==> src/rtl/clint_timer_irq_pkg.sv <==
// Shared definitions for the core-local interruptor: register offsets,
// protocol FSM state encoding and the byte-strobe merge helper.
// Optional feature macro used by the design: CLINT_PRESCALER_EN.
package clint_timer_irq_pkg;

  // Register offsets relative to the CLINT base address.
  localparam logic [31:0] CLINT_MSIP_OFS        = 32'h0000_0000;
  localparam logic [31:0] CLINT_MTIMECMP_LO_OFS = 32'h0000_4000;
  localparam logic [31:0] CLINT_MTIMECMP_HI_OFS = 32'h0000_4004;
  localparam logic [31:0] CLINT_MTIME_LO_OFS    = 32'h0000_BFF8;
  localparam logic [31:0] CLINT_MTIME_HI_OFS    = 32'h0000_BFFC;

  // mtimecmp comes out of reset at all-ones so the timer cannot fire
  // before software programs it.
  localparam logic [63:0] CLINT_MTIMECMP_RST = 64'hFFFF_FFFF_FFFF_FFFF;

  typedef enum logic {
    CLINT_FSM_IDLE = 1'b0,
    CLINT_FSM_RESP = 1'b1
  } clint_fsm_e;

  // Replace only the bytes whose strobe is set.
  function automatic logic [31:0] apply_wstrb(input logic [31:0] old_val,
                                              input logic [31:0] new_val,
                                              input logic [3:0]  strb);
    logic [31:0] res;
    res = old_val;
    for (int b = 0; b < 4; b++) begin
      if (strb[b]) begin
        res[8*b +: 8] = new_val[8*b +: 8];
      end
    end
    return res;
  endfunction

endpackage

==> src/rtl/clint_mtime_counter.sv <==
// 64-bit mtime counter with half-word bus load (byte strobes) and an
// optional tick prescaler enabled by the CLINT_PRESCALER_EN macro.
// Ports: clk/reset (sync, active-low), wr_lo_i/wr_hi_i half-word load
// strobes, wdata_i/wstrb_i load data and byte enables, mtime_o count value.
module clint_mtime_counter
  import clint_timer_irq_pkg::*;
#(
  parameter int unsigned TICK_DIV = 1
) (
  input  logic        clk,
  input  logic        reset,
  input  logic        wr_lo_i,
  input  logic        wr_hi_i,
  input  logic [31:0] wdata_i,
  input  logic [3:0]  wstrb_i,
  output logic [63:0] mtime_o
);

  logic [63:0] mtime_q;
  logic [63:0] mtime_d;
  logic        wr_any;
  logic        tick;

  assign wr_any = wr_lo_i | wr_hi_i;

`ifdef CLINT_PRESCALER_EN
  localparam logic [15:0] DIV_LAST = 16'(TICK_DIV - 1);

  logic [15:0] presc_q;
  logic [15:0] presc_d;

  assign tick = (presc_q == DIV_LAST);

  // A load restarts the prescaler so the first increment after a write
  // lands a full TICK_DIV cycles later.
  always_comb begin
    presc_d = presc_q + 16'd1;
    if (tick || wr_any) begin
      presc_d = 16'd0;
    end
  end

  always_ff @(posedge clk) begin
    if (!reset) begin
      presc_q <= 16'd0;
    end else begin
      presc_q <= presc_d;
    end
  end
`else
  assign tick = 1'b1;
`endif

  // A bus load suppresses the increment entirely, so the written half holds
  // exactly the written value and the other half is left untouched.
  always_comb begin
    mtime_d = mtime_q;
    if (wr_lo_i) begin
      mtime_d[31:0] = apply_wstrb(mtime_q[31:0], wdata_i, wstrb_i);
    end
    if (wr_hi_i) begin
      mtime_d[63:32] = apply_wstrb(mtime_q[63:32], wdata_i, wstrb_i);
    end
    if (!wr_any && tick) begin
      mtime_d = mtime_q + 64'd1;
    end
  end

  always_ff @(posedge clk) begin
    if (!reset) begin
      mtime_q <= 64'd0;
    end else begin
      mtime_q <= mtime_d;
    end
  end

  assign mtime_o = mtime_q;

endmodule

==> src/rtl/clint_timer_irq.sv <==
// Core-local interruptor: memory-mapped mtime/mtimecmp/msip on a 32-bit
// request/response bus, driving the machine timer and software interrupts.
// Ports: req_* request channel (ready high in IDLE), resp_* response channel
// (valid one cycle after accept, held until resp_ready_in), timer_int_out
// and software_int_out to the CSR block. Optional macro: CLINT_PRESCALER_EN.
module clint_timer_irq
  import clint_timer_irq_pkg::*;
#(
  parameter int unsigned XLEN      = 32,
  parameter logic [31:0] BASE_ADDR = 32'h0200_0000,
  parameter int unsigned TICK_DIV  = 1
) (
  input  logic            clk,
  input  logic            reset,
  input  logic            req_valid_in,
  output logic            req_ready_out,
  input  logic            req_we_in,
  input  logic [31:0]     req_addr_in,
  input  logic [XLEN-1:0] req_wdata_in,
  input  logic [3:0]      req_wstrb_in,
  output logic            resp_valid_out,
  input  logic            resp_ready_in,
  output logic [XLEN-1:0] resp_rdata_out,
  output logic            resp_err_out,
  output logic            timer_int_out,
  output logic            software_int_out
);

  clint_fsm_e      state_q;
  logic            req_ready_q;
  logic            resp_valid_q;
  logic            resp_err_q;
  logic [XLEN-1:0] resp_rdata_q;

  logic [63:0] mtimecmp_q;
  logic [63:0] mtimecmp_d;
  logic        msip_q;
  logic        msip_d;
  logic        timer_int_q;
  logic [63:0] mtime;

  logic [31:0] ofs;
  logic        aligned;
  logic        hit_msip;
  logic        hit_cmp_lo;
  logic        hit_cmp_hi;
  logic        hit_mt_lo;
  logic        hit_mt_hi;
  logic        mapped;
  logic        accept;
  logic        wr_ok;
  logic        wr_bytes;
  logic [31:0] rd_data;

  // ---------------------------------------------------------------- decode
  assign ofs        = req_addr_in - BASE_ADDR;
  assign aligned    = (req_addr_in[1:0] == 2'b00);
  assign hit_msip   = aligned && (ofs == CLINT_MSIP_OFS);
  assign hit_cmp_lo = aligned && (ofs == CLINT_MTIMECMP_LO_OFS);
  assign hit_cmp_hi = aligned && (ofs == CLINT_MTIMECMP_HI_OFS);
  assign hit_mt_lo  = aligned && (ofs == CLINT_MTIME_LO_OFS);
  assign hit_mt_hi  = aligned && (ofs == CLINT_MTIME_HI_OFS);
  assign mapped     = hit_msip | hit_cmp_lo | hit_cmp_hi | hit_mt_lo | hit_mt_hi;

  assign accept   = (state_q == CLINT_FSM_IDLE) && req_valid_in;
  assign wr_ok    = accept && req_we_in && mapped;
  // An all-zero strobe is a pure no-op, including leaving mtime ticking.
  assign wr_bytes = |req_wstrb_in;

  // Read data reflects register contents before this cycle's write/tick.
  always_comb begin
    rd_data = 32'd0;
    if (hit_msip) begin
      rd_data = {31'd0, msip_q};
    end else if (hit_cmp_lo) begin
      rd_data = mtimecmp_q[31:0];
    end else if (hit_cmp_hi) begin
      rd_data = mtimecmp_q[63:32];
    end else if (hit_mt_lo) begin
      rd_data = mtime[31:0];
    end else if (hit_mt_hi) begin
      rd_data = mtime[63:32];
    end
  end

  // ------------------------------------------------------------ registers
  always_comb begin
    mtimecmp_d = mtimecmp_q;
    msip_d     = msip_q;
    if (wr_ok && hit_cmp_lo) begin
      mtimecmp_d[31:0] = apply_wstrb(mtimecmp_q[31:0], req_wdata_in, req_wstrb_in);
    end
    if (wr_ok && hit_cmp_hi) begin
      mtimecmp_d[63:32] = apply_wstrb(mtimecmp_q[63:32], req_wdata_in, req_wstrb_in);
    end
    if (wr_ok && hit_msip && req_wstrb_in[0]) begin
      msip_d = req_wdata_in[0];
    end
  end

  always_ff @(posedge clk) begin
    if (!reset) begin
      mtimecmp_q  <= CLINT_MTIMECMP_RST;
      msip_q      <= 1'b0;
      timer_int_q <= 1'b0;
    end else begin
      mtimecmp_q  <= mtimecmp_d;
      msip_q      <= msip_d;
      // Compare of the current values, so the interrupt follows the
      // condition by exactly one cycle in both directions.
      timer_int_q <= (mtime >= mtimecmp_q);
    end
  end

  clint_mtime_counter #(
    .TICK_DIV (TICK_DIV)
  ) u_mtime (
    .clk     (clk),
    .reset   (reset),
    .wr_lo_i (wr_ok && hit_mt_lo && wr_bytes),
    .wr_hi_i (wr_ok && hit_mt_hi && wr_bytes),
    .wdata_i (req_wdata_in),
    .wstrb_i (req_wstrb_in),
    .mtime_o (mtime)
  );

  // ------------------------------------------------------------- protocol
  always_ff @(posedge clk) begin
    if (!reset) begin
      state_q      <= CLINT_FSM_IDLE;
      req_ready_q  <= 1'b1;
      resp_valid_q <= 1'b0;
      resp_rdata_q <= '0;
      resp_err_q   <= 1'b0;
    end else begin
      case (state_q)
        CLINT_FSM_IDLE: begin
          if (req_valid_in) begin
            state_q      <= CLINT_FSM_RESP;
            req_ready_q  <= 1'b0;
            resp_valid_q <= 1'b1;
            resp_err_q   <= !mapped;
            resp_rdata_q <= (req_we_in || !mapped) ? '0 : rd_data;
          end
        end
        CLINT_FSM_RESP: begin
          if (resp_ready_in) begin
            state_q      <= CLINT_FSM_IDLE;
            req_ready_q  <= 1'b1;
            resp_valid_q <= 1'b0;
            resp_rdata_q <= '0;
            resp_err_q   <= 1'b0;
          end
        end
        default: begin
          state_q <= CLINT_FSM_IDLE;
        end
      endcase
    end
  end

  assign req_ready_out    = req_ready_q;
  assign resp_valid_out   = resp_valid_q;
  assign resp_rdata_out   = resp_rdata_q;
  assign resp_err_out     = resp_err_q;
  assign timer_int_out    = timer_int_q;
  assign software_int_out = msip_q;

endmodule

==> config.mk <==
export PLATFORM = sky130hd
export DESIGN_NAME = clint_timer_irq
export DESIGN_NICKNAME = d
export VERILOG_FILES = /design/src/rtl/clint_timer_irq_pkg.sv /design/src/rtl/clint_mtime_counter.sv /design/src/rtl/clint_timer_irq.sv
export SDC_FILE = /design/constraint.sdc
export NUM_CORES = 1
export LEC_CHECK = 0
export BUFFER_PORTS_ARGS = -buffer_cell sky130_fd_sc_hd__buf_2
export CORE_UTILIZATION = 49
export DETAILED_ROUTE_END_ITERATION = 6
export MAX_ROUTING_LAYER = met4
export PLACE_DENSITY = 0.68
export SYNTH_ARGS = -nofsm -noshare
export SYNTH_HDL_FRONTEND = slang
export SYNTH_HIERARCHICAL = 1
export SYNTH_SLANG_ARGS = --single-unit
==> constraint.sdc <==
create_clock -name clk -period 3.6 [get_ports clk]
set_input_delay 0.36 -clock clk [delete_from_list [all_inputs] [get_ports clk]]
set_output_delay 0.36 -clock clk [all_outputs]
set_load 0.01 [all_outputs]
==> impl_metrics.ini <==
[status]
status = completed

[timing]
holdWs_ns = 0.1640
setup_viol = 0
max_slew_margin_pct = 40.86
post-route-period-util_pct = 78.79
worst_pin_slew_ns = 0.8791
max_freq_ghz = 0.3526
fin_setup_tns_ns = 0
maxSlewViolCount = 0
finalHoldViolCount = 0
skew_ns = 0.01099
rsz0062_at_grt = false
finalCriticalPeriod_ns = 2.836

[floorplanning]
ios = 110
std_cell_rows = 53
die_area_mm2 = 0.02201
core_mm2 = 0.02102
die_y_um = 148.4
start_util_pct = 49.94
die_w_um = 148.4

[synthesis]
syn_area_mm2 = 0.01050
ys_seq_elements = 166
async_reset_ff_share_pct = 0
synthFlopType = dfxtp_1
syn_inst = 1308
synth_fp_nets = 1447
ys_seq_area_share_pct = 31.66
synth_area_per_cell_um2 = 8.026
synth.distinct_cells = 75
synth_edf_count = 0
ys_warn_count = 6

[clock_network]
ctsHoldBuffers = 0
tritoncts = done
cts_max_level = 4
cts_setup_buffers = 0
cts_resized = 0
clock-sinks = 166
clkTransAtPathRegs_ns = 0.07
clockBufferDepth = 2
clock_tree.root_cell = clkbuf_16
cts_buffers = 17
clk_latency_ns = 0.44

[critical_path]
slowest_stage = nor4_1
criticalPathCategory = input port to flip-flop
worstPathMaxFanout = 12
crit_required_ns = 3.96
max_stage_delay_ns = 0.72
end_kind = flip-flop
crit_chain = buf_2 > inv_1 > ha_1 > nor4b_1 > nand2_1 > nor2_4 > nand4_1 > nor2_1 > buf_4 > or2_1 > nor4_1 > nand3_1 > a211o_1 > a31oi_1
crit_path_start_kind = input port
cp_data_arrival_time_ns = 3.20

[drt]
drt-pass1-iter-count = 6
wl_um = 34460
wl_per_cell_um = 20.62
viasPerCell = 6.416
vias = 10720
antenna_left = 0
drt_iter0_markers = 1056
drc = 0

[final_layout]
layout.cells.most_common_list = nand2_1 (180), dfxtp_1 (166), buf_2 (108)
final_nets = 1522
syn2layout_area_growth_pct = 12.87
drive_above_1_share_pct = 16.05
utilization_pct = 56.37
final_common_cell = nand2_1
n_antenna_cell = 0

[power]
p_per_area_mw_per_mm2 = 324.2
ir_drop_v = 0.0002485
p_leak_uw = 0.005172

[job]
maxCapViolCount = 0

[global_route]
grt_pass1_wl_um = 53790
grt_pass1_vias = 9663
grt_max_degree = 65
grt_overflow_total = 0
grt_antenna_before_repair = 0
track_usage_pct = 32.58

[placed_design]
port_buffers = 109
gp_congestion = 0.9879
post-dp-hpwl_um = 25010

[hold_path]
hp-class = input port to flip-flop
==> metal layers <==
metal | GRT usage (%) | vias up | share of wire (%)
met3 | 4.356 | 76 | 7.9
met1 | 43.33 | 5057 | 43
li1 | - | 5050 | -
met2 | 49.01 | 538 | 45
met5 | - | - | 0
met4 | 14.85 | 0 | 3.8
==> registers in the layout, summed over array words and instances, names as in the netlist <==
signal	flops
software_int_out	1
resp_rdata_out	32
mtimecmp_q	64
u_mtime/mtime_o	64
req_ready_out	1
state_q	1
resp_valid_out	1
resp_err_out	1
timer_int_out	1
==> power by group <==
part | total (uW) | switching [uW] | internal (uW)
sequential | 1850 | 6.25 | 1840
clock | 1800 | 834 | 967
combinational | 193 | 130 | 63.1
==> synthesized netlist by cell type, drive strengths merged, types with 5 or more instances <==
cell / instances / area [um2]
nand2: 188 / 725.7
dfxtp: 166 / 3323
o21ai: 82 / 410.4
inv: 81 / 304.0
a22oi: 74 / 555.5
ha: 66 / 825.8
clkbuf: 62 / 237.7
a21oi: 55 / 275.3
nand4: 53 / 397.9
nor2: 47 / 183.9
nand3: 46 / 235.2
o211ai: 42 / 355.3
mux2i: 33 / 330.3
o22a: 30 / 262.8
buf: 28 / 187.7
nor3: 28 / 140.1
nor4: 25 / 175.2
and3: 23 / 143.9
a211oi: 17 / 127.6
a31oi: 14 / 87.58
and2: 14 / 87.58
and4: 12 / 105.1
a21o: 10 / 75.07
a22o: 9 / 78.83
o221ai: 9 / 78.83
or3: 8 / 55.05
or4: 7 / 60.06
a221oi: 5 / 50.04
==> critical path, delay by kind of cell <==
| family | cells | cell delay (ns) |
|---|---|---|
| fa+ha+maj | 1 | 0.27 |
| simple gates | 8 | 1.78 |
| buf+inv | 3 | 0.31 |
| compound gates | 2 | 0.46 |
==> layout make-up <==
class                      instances  area, um2
multi-input combinational        970       6479
clock buffer                      17      425.4
fill                            2020       9173
clock inverter                    15      143.9
sequential                       166       3323
timing repair buffer             146      825.8
inverter                          82      307.8
tap                              275      344.1
==> cell families (layout without fill, tap and decap cells) <==
family	Yosys count	in the layout	share of synthesized area, %
xor gates and xnor gates	5	5	0.4171
AOI/OAI and AO/OA	390	390	26.00
buffers and inverters	172	260	6.984
DFF	166	166	31.66
and+or+nand+nor	472	472	23.50
muxes	37	37	3.576
adders and majority gates	66	66	7.866
==> per-stage QoR <==
stage	worst slack (ns)	cell area, um2	total power, uW	instances
after global placement	0.5658	11280	2078	1639
after detailed placement	0.3716	11280	2078	1639
after CTS	0.8181	11850	3864	1671
final	0.7636	11850	3842	1671
after floorplan	0.4068	10500	1966	1308
after global routing	0.5202	11850	3962	1671
==> final timing paths <==
kind              slack, ns  depth (start not counted)          startpoint                  end
setup / recovery       0.76                         14     req_addr_in[25]  u_mtime/mtime_o[24]
hold / removal         0.16                          3        req_valid_in              state_q
setup reg to reg       0.88                          9             state_q  u_mtime/mtime_o[24]
hold reg to reg        0.44                          2  resp_rdata_out[23]   resp_rdata_out[23]
Power figures use the tool's default switching activity.
